[config.mk]
export PLATFORM = sky130hd
export DESIGN_NAME = iq_frame_source
export DESIGN_NICKNAME = d
export VERILOG_FILES = /design/src/rtl/iq_src_pkg.sv /design/src/rtl/iq_sync_fifo.sv /design/src/rtl/iq_frame_source.sv
export SDC_FILE = /design/constraint.sdc
export NUM_CORES = 1
export LEC_CHECK = 0
export CORE_ASPECT_RATIO = 0.7
export CORE_UTILIZATION = 55
export DETAILED_ROUTE_END_ITERATION = 10
export GPL_ROUTABILITY_DRIVEN = 0
export GPL_TIMING_DRIVEN = 0
export HOLD_SLACK_MARGIN = 0.12
export PLACE_DENSITY = 0.86
export SLEW_MARGIN = 20
export SYNTH_ARGS = -nofsm -noshare
export SYNTH_HDL_FRONTEND = slang
export SYNTH_HIERARCHICAL = 1
export SYNTH_SLANG_ARGS = --single-unit
[constraint.sdc]
create_clock -name clk -period 2.74 [get_ports clk]
set_input_delay 0.411 -clock clk [delete_from_list [all_inputs] [get_ports clk]]
set_output_delay 0.411 -clock clk [all_outputs]
set_load 0.03 [all_outputs]
[src/rtl/iq_src_pkg.sv]
// Shared types and defaults for the I/Q window source: FSM state encoding,
// default sample width / window length / FIFO depth, and the frame counter width.
package iq_src_pkg;

  localparam int DEF_DATA_W     = 8;
  localparam int DEF_WIN_LEN    = 256;
  localparam int DEF_FIFO_DEPTH = 16;
  localparam int FRAME_CNT_W    = 16;

  typedef enum logic [1:0] {
    ST_IDLE   = 2'd0,
    ST_CLEAR  = 2'd1,
    ST_STREAM = 2'd2,
    ST_DONE   = 2'd3
  } state_t;

endpackage

[src/rtl/iq_sync_fifo.sv]
// Single-clock FIFO with registered full/empty flags and asynchronous active-low clear.
// DEPTH must be a power of two so the pointers wrap naturally.
module iq_sync_fifo #(
  parameter int WIDTH = 16,
  parameter int DEPTH = 16
) (
  input  logic             clk,
  input  logic             aclr_n,
  input  logic             wr_en,
  input  logic [WIDTH-1:0] wr_data,
  input  logic             rd_en,
  output logic [WIDTH-1:0] rd_data,
  output logic             full,
  output logic             empty
);

  localparam int AW = $clog2(DEPTH);

  logic [WIDTH-1:0] mem [DEPTH];
  logic [AW-1:0]    wr_ptr;
  logic [AW-1:0]    rd_ptr;
  logic [AW:0]      count;
  logic [AW:0]      count_next;
  logic             push;
  logic             pop;

  assign push = wr_en && !full;
  assign pop  = rd_en && !empty;

  // NOTE: default assignment first so every path assigns count_next (no latch).
  always_comb begin
    count_next = count;
    if (push && !pop)
      count_next = count + 1'b1;
    else if (pop && !push)
      count_next = count - 1'b1;
  end

  // NOTE: sequential state uses non-blocking assignments only.
  always_ff @(posedge clk or negedge aclr_n) begin
    if (!aclr_n) begin
      wr_ptr <= '0;
      rd_ptr <= '0;
      count  <= '0;
      full   <= 1'b0;
      empty  <= 1'b1;
    end else begin
      if (push) wr_ptr <= wr_ptr + 1'b1;
      if (pop)  rd_ptr <= rd_ptr + 1'b1;
      count <= count_next;
      full  <= (count_next == (AW+1)'(DEPTH));
      empty <= (count_next == '0);
    end
  end

  // NOTE: storage is not reset; the pointers and flags alone define what is valid.
  always_ff @(posedge clk) begin
    if (push) mem[wr_ptr] <= wr_data;
  end

  assign rd_data = mem[rd_ptr];

endmodule

[src/rtl/iq_frame_source.sv]
// Buffers upstream I/Q pairs and emits WIN_LEN-sample windows framed by alclr/done.
// Define IQ_FRAME_SOURCE_CONT_EN for back-to-back windows while start stays high.
module iq_frame_source
  import iq_src_pkg::*;
#(
  parameter int DATA_W     = DEF_DATA_W,
  parameter int WIN_LEN    = DEF_WIN_LEN,
  parameter int FIFO_DEPTH = DEF_FIFO_DEPTH
) (
  input  logic                   clk,
  input  logic                   aclr_n,
  input  logic                   in_valid,
  output logic                   in_ready,
  input  logic [DATA_W-1:0]      in_real,
  input  logic [DATA_W-1:0]      in_imag,
  input  logic                   start,
  output logic [DATA_W-1:0]      out_real,
  output logic [DATA_W-1:0]      out_imag,
  output logic                   sample_stb,
  output logic                   alclr,
  output logic                   done,
  output logic                   busy,
  output logic [FRAME_CNT_W-1:0] frame_cnt
);

  localparam int                CNT_W    = $clog2(WIN_LEN + 1);
  localparam logic [CNT_W-1:0]  LAST_CNT = CNT_W'(WIN_LEN - 1);

  state_t              state;
  state_t              state_next;
  logic [CNT_W-1:0]    cnt;
  logic                fifo_full;
  logic                fifo_empty;
  logic                pop;
  logic [2*DATA_W-1:0] head;

  assign pop      = (state == ST_STREAM) && !fifo_empty;
  assign in_ready = !fifo_full;

  iq_sync_fifo #(
    .WIDTH (2*DATA_W),
    .DEPTH (FIFO_DEPTH)
  ) u_fifo (
    .clk     (clk),
    .aclr_n  (aclr_n),
    .wr_en   (in_valid),
    .wr_data ({in_real, in_imag}),
    .rd_en   (pop),
    .rd_data (head),
    .full    (fifo_full),
    .empty   (fifo_empty)
  );

  always_comb begin
    state_next = state;
    case (state)
      ST_IDLE:   if (start) state_next = ST_CLEAR;
      ST_CLEAR:  state_next = ST_STREAM;
      ST_STREAM: if (pop && (cnt == LAST_CNT)) state_next = ST_DONE;
      ST_DONE: begin
`ifdef IQ_FRAME_SOURCE_CONT_EN
        state_next = start ? ST_CLEAR : ST_IDLE;
`else
        state_next = ST_IDLE;
`endif
      end
      default:   state_next = ST_IDLE;
    endcase
  end

  // Outputs are registered decodes of the current state, so each pulse
  // appears in the cycle after the state that produces it.
  always_ff @(posedge clk or negedge aclr_n) begin
    if (!aclr_n) begin
      state      <= ST_IDLE;
      cnt        <= '0;
      out_real   <= '0;
      out_imag   <= '0;
      sample_stb <= 1'b0;
      alclr      <= 1'b0;
      done       <= 1'b0;
      busy       <= 1'b0;
      frame_cnt  <= '0;
    end else begin
      state      <= state_next;
      busy       <= (state_next != ST_IDLE);
      alclr      <= (state == ST_CLEAR);
      sample_stb <= pop;
      done       <= (state == ST_DONE);

      if (state == ST_CLEAR)
        cnt <= '0;
      else if (pop)
        cnt <= cnt + 1'b1;

      if (pop)
        {out_real, out_imag} <= head;

      if (state == ST_DONE)
        frame_cnt <= frame_cnt + 1'b1;
    end
  end

endmodule
==> run_results.csv <==
group,metric,value,unit
power_and_ir_drop,power_frac_clock,27.5,%
worst_setup_path,startpoint_type,"flop",
floorplan,std_cell_rows,45,
power_and_ir_drop,p_int,10.3,mW
floorplan,start_util,56.8,%
place,dp.final_hpwl,16000,microns
timing,fin_ws,0.143,ns
worst_setup_path,crit_slowest_cell,"o32ai_1",
place,numPortBuffers,56,
cells_and_area,fillers,1362,
worst_setup_path,crit_fanout,12,
detailed_routing,firstDrtPassIters,5,
global_route,grt_max_degree,58,
power_and_ir_drop,combPwrFrac,30.5,%
cells_and_area,drive_gt1_share,20.3,%
cts,cts_root_buf,"clkbuf_16",
detailed_routing,drtAntennaViolNets,0,
detailed_routing,first_iter_violations,655,
timing,skew,0.0200,ns
detailed_routing,wl,26000,microns
synth,syn-num-nets,681,
synth,yosys-top-cells-area,"edfxtp_1, dfrtp_1, mux4_2, a22oi_1, xnor2_1",
power_and_ir_drop,powerDensity,1040,nW/um^2
worst_setup_path,path_cells,"inv_1 > ha_1 > nand2b_1 > inv_1 > clkbuf_4 > nor2b_1 > buf_2 > nor2_2 > nor4_1 > o32ai_1 > nor3b_1",
detailed_routing,top_layer_used,"met4",
cts,clock_sinks,318,
worst_setup_path,path_buf_inv,4,
timing,clock.fmax,0.385,GHz
timing,slew_headroom,33.0,%
global_route,grt.overflow.total,0,
floorplan,die_area,23400,sq um
detailed_routing,met3_length,2500,microns
floorplan,die_h,128,microns
timing,min_period,2.60,ns
synth,synth_seq_cells,318,
global_route,grt_pass1_vias,6674,
timing,tightest_slew,1.01,ns
timing,timing.final.crit_share,94.8,%
synth,yosysTopAreaCell,"edfxtp_1",
worst_setup_path,critPathCaptureType,"flop",
timing,grt_setup_unrepaired,"no",
cts,cts_tree,"yes",
cts,cts_buffers,29,
floorplan,fp.dieW,182,microns
cts,htree_levels,1,
cts,cts_buffer_depth,3,
timing,drv_slew,0,
outcome,status,"complete, no violations",
cts,clock_latency,0.54,ns
synth,ys_types,47,
power_and_ir_drop,p_leak,4.96,nW
cts,path_clk_slew,0.07,ns
timing,holdWs,0.238,ns
power_and_ir_drop,sequentialPowerShare,41.9,%
power_and_ir_drop,peakVddDrop,0.678,mV
timing,hold_viol,0,
timing,setup_violations,0,
worst_setup_path,path_class,"reg -> reg",
synth,synthDominantCellAreaShare,61.4,%
floorplan,core_area,22000,sq um
power_and_ir_drop,sw_frac_of_total,31.4,%
power_and_ir_drop,switchingPower,4.72,mW
synth,synth.avg_cell_area,19.3,sq um
power_and_ir_drop,power,15.0,mW
synth,ys_seq_area_share,73.9,%
synth,syn_area,12500,sq um
cells_and_area,area_delta_synth_final,15.7,%
min_path,min_path_type,"in -> async",
worst_setup_path,worst_ep_arrival_time,3.00,ns
worst_setup_path,worstPathRequired,3.15,ns
detailed_routing,routedWlPerCell,24.5,microns
worst_setup_path,max_stage_delay,0.47,ns
detailed_routing,viasPerCell,6.09,
cells_and_area,n_antenna_cell,0,
synth,syn_inst,647,
detailed_routing,wl_met2,12300,microns
cts,cts_setup_buffers,0,
synth,yosysWarnings,6,
global_route,grt_use_total,23.2,%
global_route,grt_pass1_wl,39600,microns
floorplan,io_pins,57,
job,maxCapViolations,0,
worst_setup_path,cp_top_family,"simple AND/OR/NAND/NOR gates",
cells_and_area,design_area,14500,sq um
global_route,antenna_found_initial,0,
place,post-place-ws,0.0602,ns
cells_and_area,final_core_util,65.7,%
detailed_routing,vias,6465,
detailed_routing,wl_met1,10700,microns
worst_setup_path,crit_top_cell,"inv_1",
detailed_routing,drc,0,
place,postPlaceCellArea,13500,sq um
cells_and_area,final_nets,770,
==> cells in the final DEF (no fill, tap or decap), types with 5 or more instances in the layout <==
cell type	count
xnor2_1	22
nor3_1	5
nand3_1	10
xor2_1	7
and2_1	17
a22oi_1	32
nand4_1	7
and3_1	5
nand2_1	32
dfrtp_1	61
clkbuf_1	13
mux4_2	64
buf_2	10
edfxtp_1	256
inv_1	13
clkdlybuf4s50_1	55
clkbuf_16	29
nor2_1	20
ha_1	14
mux2_2	17
==> per-layer routing <==
metal,vias up,global-route usage (%)
li1,2727,-
met1,3361,32.6
met2,333,37.0
met3,44,5.74
met4,0,5.78
met5,-,0
==> Yosys cell counts, drive strengths merged <==
master    n
edfxtp  256
mux4     64
dfrtp    61
a22oi    33
nand2    32
xnor2    23
nor2     22
and2     17
buf      17
mux2     17
ha       14
inv      13
nand3    11
clkbuf    9
nand4     8
xor2      7
and3      5
nor3      5
nor2b     4
a21oi     3
nand2b    3
nor3b     3
nor4      3
o21ai     3
or2       2
or3       2
a211oi    1
a21boi    1
a31oi     1
and3b     1
dfstp     1
mux2i     1
nand3b    1
o211ai    1
o31ai     1
o32ai     1
==> stage by stage <==
step                      setup TNS (ns)  std cells
after floorplan                        0        647
after global placement            -43.25       1008
after detailed placement               0       1009
after CTS                              0       1062
after global routing                   0       1062
final                                  0       1062
==> final timing paths <==
check	startpoint	endpoint	slack [ns]	cells past startpoint
max in group asynchronous	aclr_n	u_fifo/empty	1.97	3
min	aclr_n	frame_cnt[14]	0.24	2
max	state[0]	u_fifo/full	0.14	11
min reg2reg	frame_cnt[15]	frame_cnt[15]	0.48	1
min in group clk	frame_cnt[15]	frame_cnt[15]	0.48	1
max reg2reg	state[0]	u_fifo/full	0.14	11
==> flip-flops by register name, indices dropped and copies added, names as in the netlist <==
signal / flops
alclr: 1
busy: 1
cnt: 9
done: 1
frame_cnt: 16
out_imag: 8
out_real: 8
sample_stb: 1
state: 2
u_fifo/count: 5
u_fifo/empty: 1
u_fifo/full: 1
u_fifo/mem: 256
u_fifo/rd_ptr: 4
u_fifo/wr_ptr: 4
==> cells by family (layout without fill, tap and decap cells) <==
logic type	after synthesis	in the layout	share of synthesized area [%]
compound gates	45	45	2.67
xor+xnor	30	30	2.16
fa+ha+maj	14	14	1.40
buf+inv	39	149	1.65
flops	318	318	73.9
mux	82	82	13.1
simple gates	119	119	5.13
==> power groups by stage <==
stage	sequential (mW)	combinational (mW)	clock, mW
finish	6.30	4.59	4.14
global route	6.37	4.88	4.37
CTS	6.30	4.58	4.19
detailed placement	6.39	4.51	0
global placement	6.32	4.32	0
floorplan	6.63	2.73	0
==> final cells by class <==
| cell class | instances | area [sq um] | area share, % |
|---|---|---|---|
| clock buffer | 35 | 768 | 5.31 |
| tap | 305 | 382 | 2.64 |
| multi-input combinational | 290 | 3060 | 21.2 |
| timing repair buffer | 58 | 596 | 4.11 |
| inverter | 13 | 48.8 | 0.337 |
| sequential | 318 | 9240 | 63.8 |
| buffer | 26 | 160 | 1.11 |
| clock inverter | 17 | 215 | 1.49 |
==> timing repair <==
| action | 4_1_cts | 5_1_grt |
|---|---|---|
| hold buffers | 1 | 0 |
| hold endpoints to repair | 61 | 0 |
| gates resized for setup | 0 | 1 |
| endpoints found under the setup margin | 0 | 2 |
No activity file was read; power rests on OpenSTA's default activity.
